`config.mk`:
```
export PLATFORM = sky130hd
export DESIGN_NAME = mem_access_unit_flat
export DESIGN_NICKNAME = d
export VERILOG_FILES = /design/src/rtl/mem_access_unit_if.sv /design/src/rtl/mem_access_unit.sv /design/src/flat_wrapper.sv
export SDC_FILE = /design/constraint.sdc
export NUM_CORES = 1
export LEC_CHECK = 0
export CAP_MARGIN = 5
export CELL_PAD_IN_SITES_DETAIL_PLACEMENT = 1
export CELL_PAD_IN_SITES_GLOBAL_PLACEMENT = 1
export CORE_UTILIZATION = 38
export DETAILED_ROUTE_END_ITERATION = 10
export PLACE_DENSITY_LB_ADDON = 0.1
export SYNTH_ARGS = -nofsm -noshare
export SYNTH_HDL_FRONTEND = slang
export SYNTH_SLANG_ARGS = --single-unit
export TNS_END_PERCENT = 30
```
`constraint.sdc`:
```
create_clock -name clk -period 3.5 [get_ports clk]
set_input_delay 0.7 -clock clk [delete_from_list [all_inputs] [get_ports clk]]
set_output_delay 0.7 -clock clk [all_outputs]
set_load 0.05 [all_outputs]
```
`src/rtl/mem_access_unit_if.sv`:
```
// Bundle of request, response and memory-side signals for mem_access_unit.
// master = requester plus attached memory, slave = the access unit itself.
interface mem_access_unit_if #(
  parameter int DATA_WIDTH = 32,
  parameter int ADDR_WIDTH = 32
);
  // A request transfers on a rising edge where req_valid && req_ready are both high;
  // req_ready is high only while the unit is idle, and rsp_valid is a one-cycle pulse.
  logic                  req_valid;
  logic                  req_ready;
  logic                  req_we;
  logic [1:0]            req_size;
  logic                  req_signed;
  logic [ADDR_WIDTH-1:0] req_addr;
  logic [DATA_WIDTH-1:0] req_wdata;
  logic                  rsp_valid;
  logic [DATA_WIDTH-1:0] rsp_rdata;
  logic                  rsp_err;
  logic [ADDR_WIDTH-1:0] mem_A;
  logic [DATA_WIDTH-1:0] mem_WD;
  logic                  mem_WE;
  logic [DATA_WIDTH-1:0] mem_RD;

  modport master (
    output req_valid, req_we, req_size, req_signed, req_addr, req_wdata, mem_RD,
    input  req_ready, rsp_valid, rsp_rdata, rsp_err, mem_A, mem_WD, mem_WE
  );

  modport slave (
    input  req_valid, req_we, req_size, req_signed, req_addr, req_wdata, mem_RD,
    output req_ready, rsp_valid, rsp_rdata, rsp_err, mem_A, mem_WD, mem_WE
  );
endinterface

```
`src/rtl/mem_access_unit.sv`:
```
// Load/store initiator: byte/half/word accesses to a word-addressed memory,
// sub-word stores done as read-modify-write, loads returned aligned and extended.
module mem_access_unit #(
  parameter int DATA_WIDTH = 32,
  parameter int ADDR_WIDTH = 32,
  parameter int MEM_DEPTH  = 100
) (
  input  logic               clk,
  input  logic               rst,
  mem_access_unit_if.slave   bus,
  output logic [1:0]         state_dbg
);

  typedef enum logic [1:0] {IDLE, READ, WRITE, RESP} state_t;

  state_t                state, state_nxt;
  logic                  we_q;
  logic [1:0]            size_q;
  logic                  signed_q;
  logic [ADDR_WIDTH-1:0] addr_q;
  logic [DATA_WIDTH-1:0] wdata_q;
  logic                  err_q;
  logic [DATA_WIDTH-1:0] word_q;
  logic                  req_err;
  logic [DATA_WIDTH-1:0] merged;
  logic [DATA_WIDTH-1:0] load_data;
  logic [7:0]            lane_b;
  logic [15:0]           lane_h;

  always_comb begin
    req_err = 1'b0;
    if (bus.req_size == 2'b11)                            req_err = 1'b1;
    if (bus.req_size == 2'b01 && bus.req_addr[0])         req_err = 1'b1;
    if (bus.req_size == 2'b10 && bus.req_addr[1:0] != 2'b00) req_err = 1'b1;
    if ((bus.req_addr >> 2) >= ADDR_WIDTH'(MEM_DEPTH))    req_err = 1'b1;
  end

  always_ff @(posedge clk or negedge rst) begin
    if (!rst) begin
      state    <= IDLE;
      we_q     <= 1'b0;
      size_q   <= 2'b00;
      signed_q <= 1'b0;
      addr_q   <= '0;
      wdata_q  <= '0;
      err_q    <= 1'b0;
      word_q   <= '0;
    end else begin
      state <= state_nxt;
      if (state == IDLE && bus.req_valid) begin
        we_q     <= bus.req_we;
        size_q   <= bus.req_size;
        signed_q <= bus.req_signed;
        addr_q   <= bus.req_addr;
        wdata_q  <= bus.req_wdata;
        err_q    <= req_err;
      end
      if (state == READ) word_q <= bus.mem_RD;
    end
  end

  always_comb begin
    state_nxt = state;
    case (state)
      IDLE: begin
        if (bus.req_valid) begin
          if (req_err)                     state_nxt = RESP;
          else if (!bus.req_we)            state_nxt = READ;
          else if (bus.req_size == 2'b10)  state_nxt = WRITE;
          else                             state_nxt = READ;
        end
      end
      READ:    state_nxt = we_q ? WRITE : RESP;
      WRITE:   state_nxt = RESP;
      RESP:    state_nxt = IDLE;
      default: state_nxt = IDLE;
    endcase
  end

  // Little-endian lanes: the byte offset selects the bit position directly.
  always_comb begin
    merged = word_q;
    case (size_q)
      2'b00:   merged[{addr_q[1:0], 3'b000} +: 8]  = wdata_q[7:0];
      2'b01:   merged[{addr_q[1], 4'b0000} +: 16]  = wdata_q[15:0];
      default: merged = wdata_q;
    endcase
  end

  assign lane_b = word_q[{addr_q[1:0], 3'b000} +: 8];
  assign lane_h = word_q[{addr_q[1], 4'b0000} +: 16];

  always_comb begin
    case (size_q)
      2'b00:   load_data = signed_q ? {{24{lane_b[7]}}, lane_b} : {24'b0, lane_b};
      2'b01:   load_data = signed_q ? {{16{lane_h[15]}}, lane_h} : {16'b0, lane_h};
      default: load_data = word_q;
    endcase
  end

  // Outputs are decoded from state so reset removes a write strobe at once.
  assign bus.req_ready = (state == IDLE);
  assign bus.mem_WE    = (state == WRITE);
  assign bus.mem_WD    = (state == WRITE) ? merged : '0;
  assign bus.mem_A     = addr_q >> 2;
  assign bus.rsp_valid = (state == RESP);
  assign bus.rsp_err   = (state == RESP) && err_q;
  assign bus.rsp_rdata = (state == RESP && !err_q && !we_q) ? load_data : '0;
  assign state_dbg     = state;

endmodule

```
`src/flat_wrapper.sv`:
```
// flat-port wrapper written by rule: the top's interface ports become plain ports
module mem_access_unit_flat 
#(
  parameter int DATA_WIDTH = 32,
  parameter int ADDR_WIDTH = 32,
  parameter int MEM_DEPTH  = 100
)
  (clk, rst, state_dbg, bus_req_valid, bus_req_we, bus_req_size, bus_req_signed, bus_req_addr, bus_req_wdata, bus_mem_RD, bus_req_ready, bus_rsp_valid, bus_rsp_rdata, bus_rsp_err, bus_mem_A, bus_mem_WD, bus_mem_WE);
  mem_access_unit_if #(.DATA_WIDTH(DATA_WIDTH), .ADDR_WIDTH(ADDR_WIDTH)) bus_i ();
  input  logic clk;
  input  logic rst;
  output logic [1:0] state_dbg;
  input wire logic [$bits(bus_i.req_valid)-1:0] bus_req_valid;
  input wire logic [$bits(bus_i.req_we)-1:0] bus_req_we;
  input wire logic [$bits(bus_i.req_size)-1:0] bus_req_size;
  input wire logic [$bits(bus_i.req_signed)-1:0] bus_req_signed;
  input wire logic [$bits(bus_i.req_addr)-1:0] bus_req_addr;
  input wire logic [$bits(bus_i.req_wdata)-1:0] bus_req_wdata;
  input wire logic [$bits(bus_i.mem_RD)-1:0] bus_mem_RD;
  output wire logic [$bits(bus_i.req_ready)-1:0] bus_req_ready;
  output wire logic [$bits(bus_i.rsp_valid)-1:0] bus_rsp_valid;
  output wire logic [$bits(bus_i.rsp_rdata)-1:0] bus_rsp_rdata;
  output wire logic [$bits(bus_i.rsp_err)-1:0] bus_rsp_err;
  output wire logic [$bits(bus_i.mem_A)-1:0] bus_mem_A;
  output wire logic [$bits(bus_i.mem_WD)-1:0] bus_mem_WD;
  output wire logic [$bits(bus_i.mem_WE)-1:0] bus_mem_WE;
  assign bus_i.req_valid = bus_req_valid;
  assign bus_i.req_we = bus_req_we;
  assign bus_i.req_size = bus_req_size;
  assign bus_i.req_signed = bus_req_signed;
  assign bus_i.req_addr = bus_req_addr;
  assign bus_i.req_wdata = bus_req_wdata;
  assign bus_i.mem_RD = bus_mem_RD;
  assign bus_req_ready = bus_i.req_ready;
  assign bus_rsp_valid = bus_i.rsp_valid;
  assign bus_rsp_rdata = bus_i.rsp_rdata;
  assign bus_rsp_err = bus_i.rsp_err;
  assign bus_mem_A = bus_i.mem_A;
  assign bus_mem_WD = bus_i.mem_WD;
  assign bus_mem_WE = bus_i.mem_WE;
  mem_access_unit #(.DATA_WIDTH(DATA_WIDTH), .ADDR_WIDTH(ADDR_WIDTH), .MEM_DEPTH(MEM_DEPTH)) u_core (.clk(clk), .rst(rst), .bus(bus_i), .state_dbg(state_dbg));
endmodule
```
Yosys cells after proc, flatten, opt, wreduce, memory -nomap -nowiden
Index checks and enable logic that the tools add are counted.

cells by class
  add/subtract/negate cells = 2
  multiply operators = 0
  div/mod/pow operators = 0
  order comparisons = 1
  equal/unequal tests = 8
  shift-type cells = 6
  mux-type cells = 18
  bitwise operators = 0
  reduce and logical (&&, ||, !) cells = 11

operators with widths
  kind                                                   count
  2-to-1 mux 32 bit                                      4
  case mux 32 bit (2 select lines)                       2
  bitwise mux 32 bit                                     2
  variable shift 16 x 7 -> 32 bit, first input constant  1
  variable shift 8 x 7 -> 32 bit, first input constant   1
  indexed part select 16 x 7 -> 32 bit                   1
  indexed part select 32 x 6 -> 16 bit                   1
  indexed part select 32 x 6 -> 8 bit                    1
  indexed part select 8 x 7 -> 32 bit                    1
  >= comparator 30 x 7 -> 1 bit, second input constant   1
  negator 5 -> 7 bit                                     2
  == test 2 bit, second input constant                   4
  2-to-1 mux 2 bit                                       4
  case mux 2 bit (4 select lines)                        1
  == test 2 x 1 -> 1 bit, second input constant          3
  logical AND 1 bit                                      6
  2-to-1 mux 1 bit                                       5
  logical NOT 2 bit                                      2
  logical NOT 1 bit                                      2
  != test 2 bit, second input constant                   1
  nonzero test 2 bit                                     1

word-level totals
  flip-flop bits (word level) = 103
  latch bits = 0
  memory bits (writable) = 0
  bits in read-only memories = 0
  output and inout port bits = 102
  memories = 0

Logic depth before layout (Yosys ltp)
  depth after elaboration = 8
  gate-level depth with buffers = 9
  depth with buffers taken out = 6

Worst setup path after synthesis
Ideal clock, no wire load.

  kind = flip-flop to output port
  from = register u_core.state[0] (netlist: u_core.state_dbg[0])
  to = output bus_rsp_rdata[14]
  arrival = 3.186 ns
  data required time = 2.800 ns
  slack = -0.386 ns
  stages on the path, launching flop included = 6
  cell sequence = dfrtp_1 > ha_1 > or3b_1 > buf_6 > clkbuf_1 > a221oi_1

on the way
  cells in the longest elaborated chain, start to end = 4

RTL lines
  element                         RTL line                source
  start, declared                 mem_access_unit.sv:16   state_t state, state_nxt;
  start signal, assigned          mem_access_unit.sv:49   state <= state_nxt;
  == test 2 bit                   --
  net bus_rsp_valid               flat_wrapper.sv:21      output wire logic [$bits(bus_i.rsp_valid)-1:0] bus_rsp_valid;
  logical AND 1 bit (2 in a row)  mem_access_unit.sv:108  assign bus.rsp_rdata = (state == RESP && !err_q && !we_q) ? load_data : '0;
  2-to-1 mux 32 bit               mem_access_unit.sv:108
  end, declared                   flat_wrapper.sv:22      output wire logic [$bits(bus_i.rsp_rdata)-1:0] bus_rsp_rdata;

The timed path passes the listed nets, and every way through them passes these cells.

Worst setup path in the final report
  from = register u_core.addr_q[1]
  to = output bus_mem_WD[27]

on the way
  cells in the longest elaborated chain, start to end = 5

RTL lines
  element                                                             RTL line                                      source
  start, declared                                                     mem_access_unit.sv:20                         logic [ADDR_WIDTH-1:0] addr_q;
  start signal, assigned                                              mem_access_unit.sv:54                         addr_q <= bus.req_addr;
  negator 5 -> 7 bit (on tied branches)                               mem_access_unit.sv:85, mem_access_unit.sv:84
  indexed part select 16 x 7 -> 32 bit, or another cell as far along  mem_access_unit.sv:85                         2'b01: merged[{addr_q[1], 4'b0000} +: 16] = wdata_q[15:0];
  bitwise mux 32 bit (on tied branches)                               mem_access_unit.sv:85, mem_access_unit.sv:84
  case mux 32 bit (2 select lines) *                                  mem_access_unit.sv:83                         case (size_q)
  2-to-1 mux 32 bit *                                                 mem_access_unit.sv:104                        assign bus.mem_WD = (state == WRITE) ? merged : '0;
  end, declared                                                       flat_wrapper.sv:25                            output wire logic [$bits(bus_i.mem_WD)-1:0] bus_mem_WD;

Every way passes the cells marked *; elsewhere a longest branch is shown, timed or not.

==> impl_metrics.env <==
export IMPL_outcome="finished, final reports clean"
export IMPL_cts_htree_levels=3
export IMPL_timing_rr_start="u_core.state_dbg[0]"
export IMPL_synth_area_top_cells="sky130_fd_sc_hd__dfrtp_1 (42%), sky130_fd_sc_hd__mux2_2 (17%), sky130_fd_sc_hd__buf_4 (4.5%), sky130_fd_sc_hd__nand2_1 (3.1%), sky130_fd_sc_hd__mux2i_1 (3.1%)"
export IMPL_critPathLaunch="u_core.addr_q[1]"
export IMPL_tightestPinTransition_ns=0.716
export IMPL_clock_transition_at_the_registers_of_the_reported_paths_ns=0.07
export IMPL_yosysTopAreaCell="sky130_fd_sc_hd__dfrtp_1"
export IMPL_cts_buffer_depth=2
export IMPL_setup_worst_path_end_class="output pin"
export IMPL_timing_final_hold_violations=0
export IMPL_share_of_synthesized_area_occupied_by_flip_flops_and_latches=0.415
export IMPL_cellPowerDensity_mw_per_mm2=1130
export IMPL_max_vdd_ir_drop_mv=0.631
export IMPL_post_dp_cell_area_mm2=0.00882
export IMPL_drt_total_wl_um=21000
export IMPL_yosys_cell_types_count=49
export IMPL_layout_nets=843
export IMPL_crit_path_cell_trace="inv_1 > ha_1 > nor4bb_1 > buf_4 > a221o_1 > a22oi_1 > nor2b_1 > buf_12"
export IMPL_grt_setup_unrepaired="false"
export IMPL_dr_total_vias=5446
export IMPL_slowest_stage="sky130_fd_sc_hd__dfrtp_1"
export IMPL_antennaDiodeCount=0
export IMPL_multiInputGateArea_mm2=0.00313
export IMPL_number_of_flops_mapped_to_enable_cells_by_yosys=0
export IMPL_ff2ff_path_depth=5
export IMPL_grt_pass1_wl_um=32300
export IMPL_post_cts_resized_instances=0
export IMPL_detailedRoute_firstIterationViolations=337
export IMPL_clk_insertion_delay_late_ns=0.36
export IMPL_place_hpwl_um=15700
export IMPL_detail_route_wl_per_cell_um=22.1
export IMPL_worst_setup_path_endpoint="bus_mem_WD[27]"
export IMPL_final_cell_mix="sky130_fd_sc_hd__clkdlybuf4s50_1 (137), sky130_fd_sc_hd__dfrtp_1 (103), sky130_fd_sc_hd__mux2_2 (93)"
export IMPL_finalSetupViolCount=0
export IMPL_finClkSkew_ns=0.00800
export IMPL_via_count_of_the_first_global_routing_pass=5644
export IMPL_worst_path_stages=8
export IMPL_final_layout_size_suffix_gt1_frac=0.276
export IMPL_worstReg2RegEnd="u_core.addr_q[21]"
export IMPL_global_route_overflow_total=0
export IMPL_slew_headroom=0.523
export IMPL_fmax_mhz=300
export IMPL_ff_latch_area_mm2=0.00258
export IMPL_cp_arrival_ns=2.64
export IMPL_final_antenna_net_count=0
export IMPL_dieHeight_um=130
export IMPL_floorplan_die_area_mm2=0.0168
export IMPL_timing_setup_critical_path_class="reg -> out"
export IMPL_numCtsBuffers=9
export IMPL_final_instance_count_excl_fill=952
export IMPL_clock_sinks=103
export IMPL_fillerInstances=1642
export IMPL_pre_cts_ws_ns=0.598
export IMPL_cp_required_ns=2.80
export IMPL_total_leakage_power_uw=0.00373
export IMPL_cts_root_buffer_cell="sky130_fd_sc_hd__clkbuf_16"
export IMPL_start_kind="flip-flop"
export IMPL_synth_top_area_share=0.415
export IMPL_cap_viol_max_count=0
export IMPL_cts_hold_repair_buffers=0
export IMPL_setup_reg_to_reg_worst_slack_ns=1.64
export IMPL_mostFrequentLayoutCell="sky130_fd_sc_hd__clkdlybuf4s50_1"
export IMPL_floorplan_rows=46
export IMPL_io_pins=205
export IMPL_floorplan_initialDensity=0.391
export IMPL_postCtsSetupRepairBufs=0
export IMPL_syn_cell_area_mm2=0.00620
export IMPL_synthFlopType="sky130_fd_sc_hd__dfrtp_1"
export IMPL_tritoncts_clock_tree="done"
export IMPL_period_needed_ns=3.34
export IMPL_ys_warn_count=0
export IMPL_pin_count_of_the_biggest_net_entering_global_routing=66
export IMPL_final_area_mm2=0.00910
export IMPL_final_routed_drc_violation_total=0
export IMPL_max_stage_delay_ns=0.38
export IMPL_critical_path_n_buffers_inverters=3
export IMPL_slew_violations=0
export IMPL_timing_hold_ws_ns=0.319
export IMPL_detail_route_vias_per_cell=5.72
export IMPL_finalWorstSetupSlack_ns=0.164
export IMPL_floorplan_core_area_mm2=0.0159
export IMPL_ys_ff_latch=103
export IMPL_die_width_um=130
export IMPL_syn_inst=577
export IMPL_port_buffers=202
export IMPL_synth_async_reset_ratio=1.00
export IMPL_area_growth_syn_to_layout_pct=46.7
export IMPL_gp_congestion=0.900
export IMPL_worst_path_max_fanout=13
export IMPL_hold_path_class="in -> async"
export IMPL_layout_worst_path_cycle_share=0.953
export IMPL_fin_util=0.573
export IMPL_critical_path_top_delay_family="buffers and inverters"
export IMPL_grt_antenna_before_repair=0
export IMPL_synthesis_area_per_instance_um2=10.8
export IMPL_grtUsageTotal=0.257
export IMPL_detailedRoute_firstPassIterationCount=6
export IMPL_placed_cells=936
-- metrics by stage --
step / TNS, ns / total power (µW)
floorplan: -3.21 / 6850
global placement: 0 / 9090
detailed placement: 0 / 9240
CTS: 0 / 10300
global route: 0 / 10700
finish: 0 / 10200
-- registers in the layout, indices dropped and copies added (netlist names) --
register,flops
u_core.state_dbg,2
u_core.err_q,1
u_core.we_q,1
u_core.size_q,2
u_core.wdata_q,32
u_core.word_q,32
u_core.signed_q,1
u_core.addr_q,32
-- cell type report --
cell class,instances,area share
clock buffer,9,0.0247
clock inverter,7,0.00591
inverter,18,0.00742
multi-input combinational,385,0.344
sequential,103,0.283
tap,216,0.0297
timing repair buffer,214,0.305
-- power breakdown --
part / leakage [µW] / internal (µW) / switching [µW]
clock network: 0.000134 / 490 / 480
logic: 0.00238 / 2920 / 3680
registers: 0.00122 / 1800 / 865
-- worst min-delay path by stage --
stage | slack, ns | endpoint
floorplan | 0.40 | u_core.addr_q[0]
global placement | 0.48 | u_core.err_q
detailed placement | 0.49 | u_core.addr_q[18]
CTS | 0.34 | u_core.word_q[28]
global route | 0.36 | u_core.word_q[28]
finish | 0.32 | u_core.word_q[28]
-- synthesized netlist by cell type (all sizes together), types with 2 or more instances --
| master | n |
|---|---|
| o22ai | 7 |
| a222oi | 7 |
| nor2 | 19 |
| mux4 | 7 |
| a221o | 16 |
| nor4 | 5 |
| a21oi | 21 |
| a22oi | 17 |
| ha | 9 |
| mux2 | 93 |
| dfrtp | 103 |
| nor2b | 25 |
| a22o | 7 |
| nand2 | 51 |
| mux2i | 19 |
| nand3 | 5 |
| a31oi | 2 |
| o21ai | 20 |
| buf | 56 |
| nor3 | 12 |
| o211ai | 2 |
| inv | 18 |
| nor4bb | 2 |
| clkbuf | 16 |
| a221oi | 15 |
| o221ai | 8 |
-- cell families after synthesis --
logic type               after synthesis  share of synthesized area
adder cells (fa/ha/maj)                9                     0.0181
other                                  1                   0.000604
multiplexers                         119                      0.225
AND/OR/NAND/NOR                      127                      0.103
flip-flops                           103                      0.415
AO/OA/AOI/OAI                        128                      0.155
buffers and inverters                 90                     0.0829
-- layer usage --
metal / share of wire / track usage
met5: 0 / 0
met4: 0.024 / 0.0841
met3: 0.064 / 0.0595
met2: 0.51 / 0.445
met1: 0.40 / 0.316
-- worst register-to-register path: cells and delay by family (launching register included) --
kind	cells	cell delay (ns)
flops	1	0.44
fa+ha+maj	1	0.30
buf+inv	2	0.47
simple gates	1	0.13
mux	1	0.41
Power figures use the tool's default switching activity.
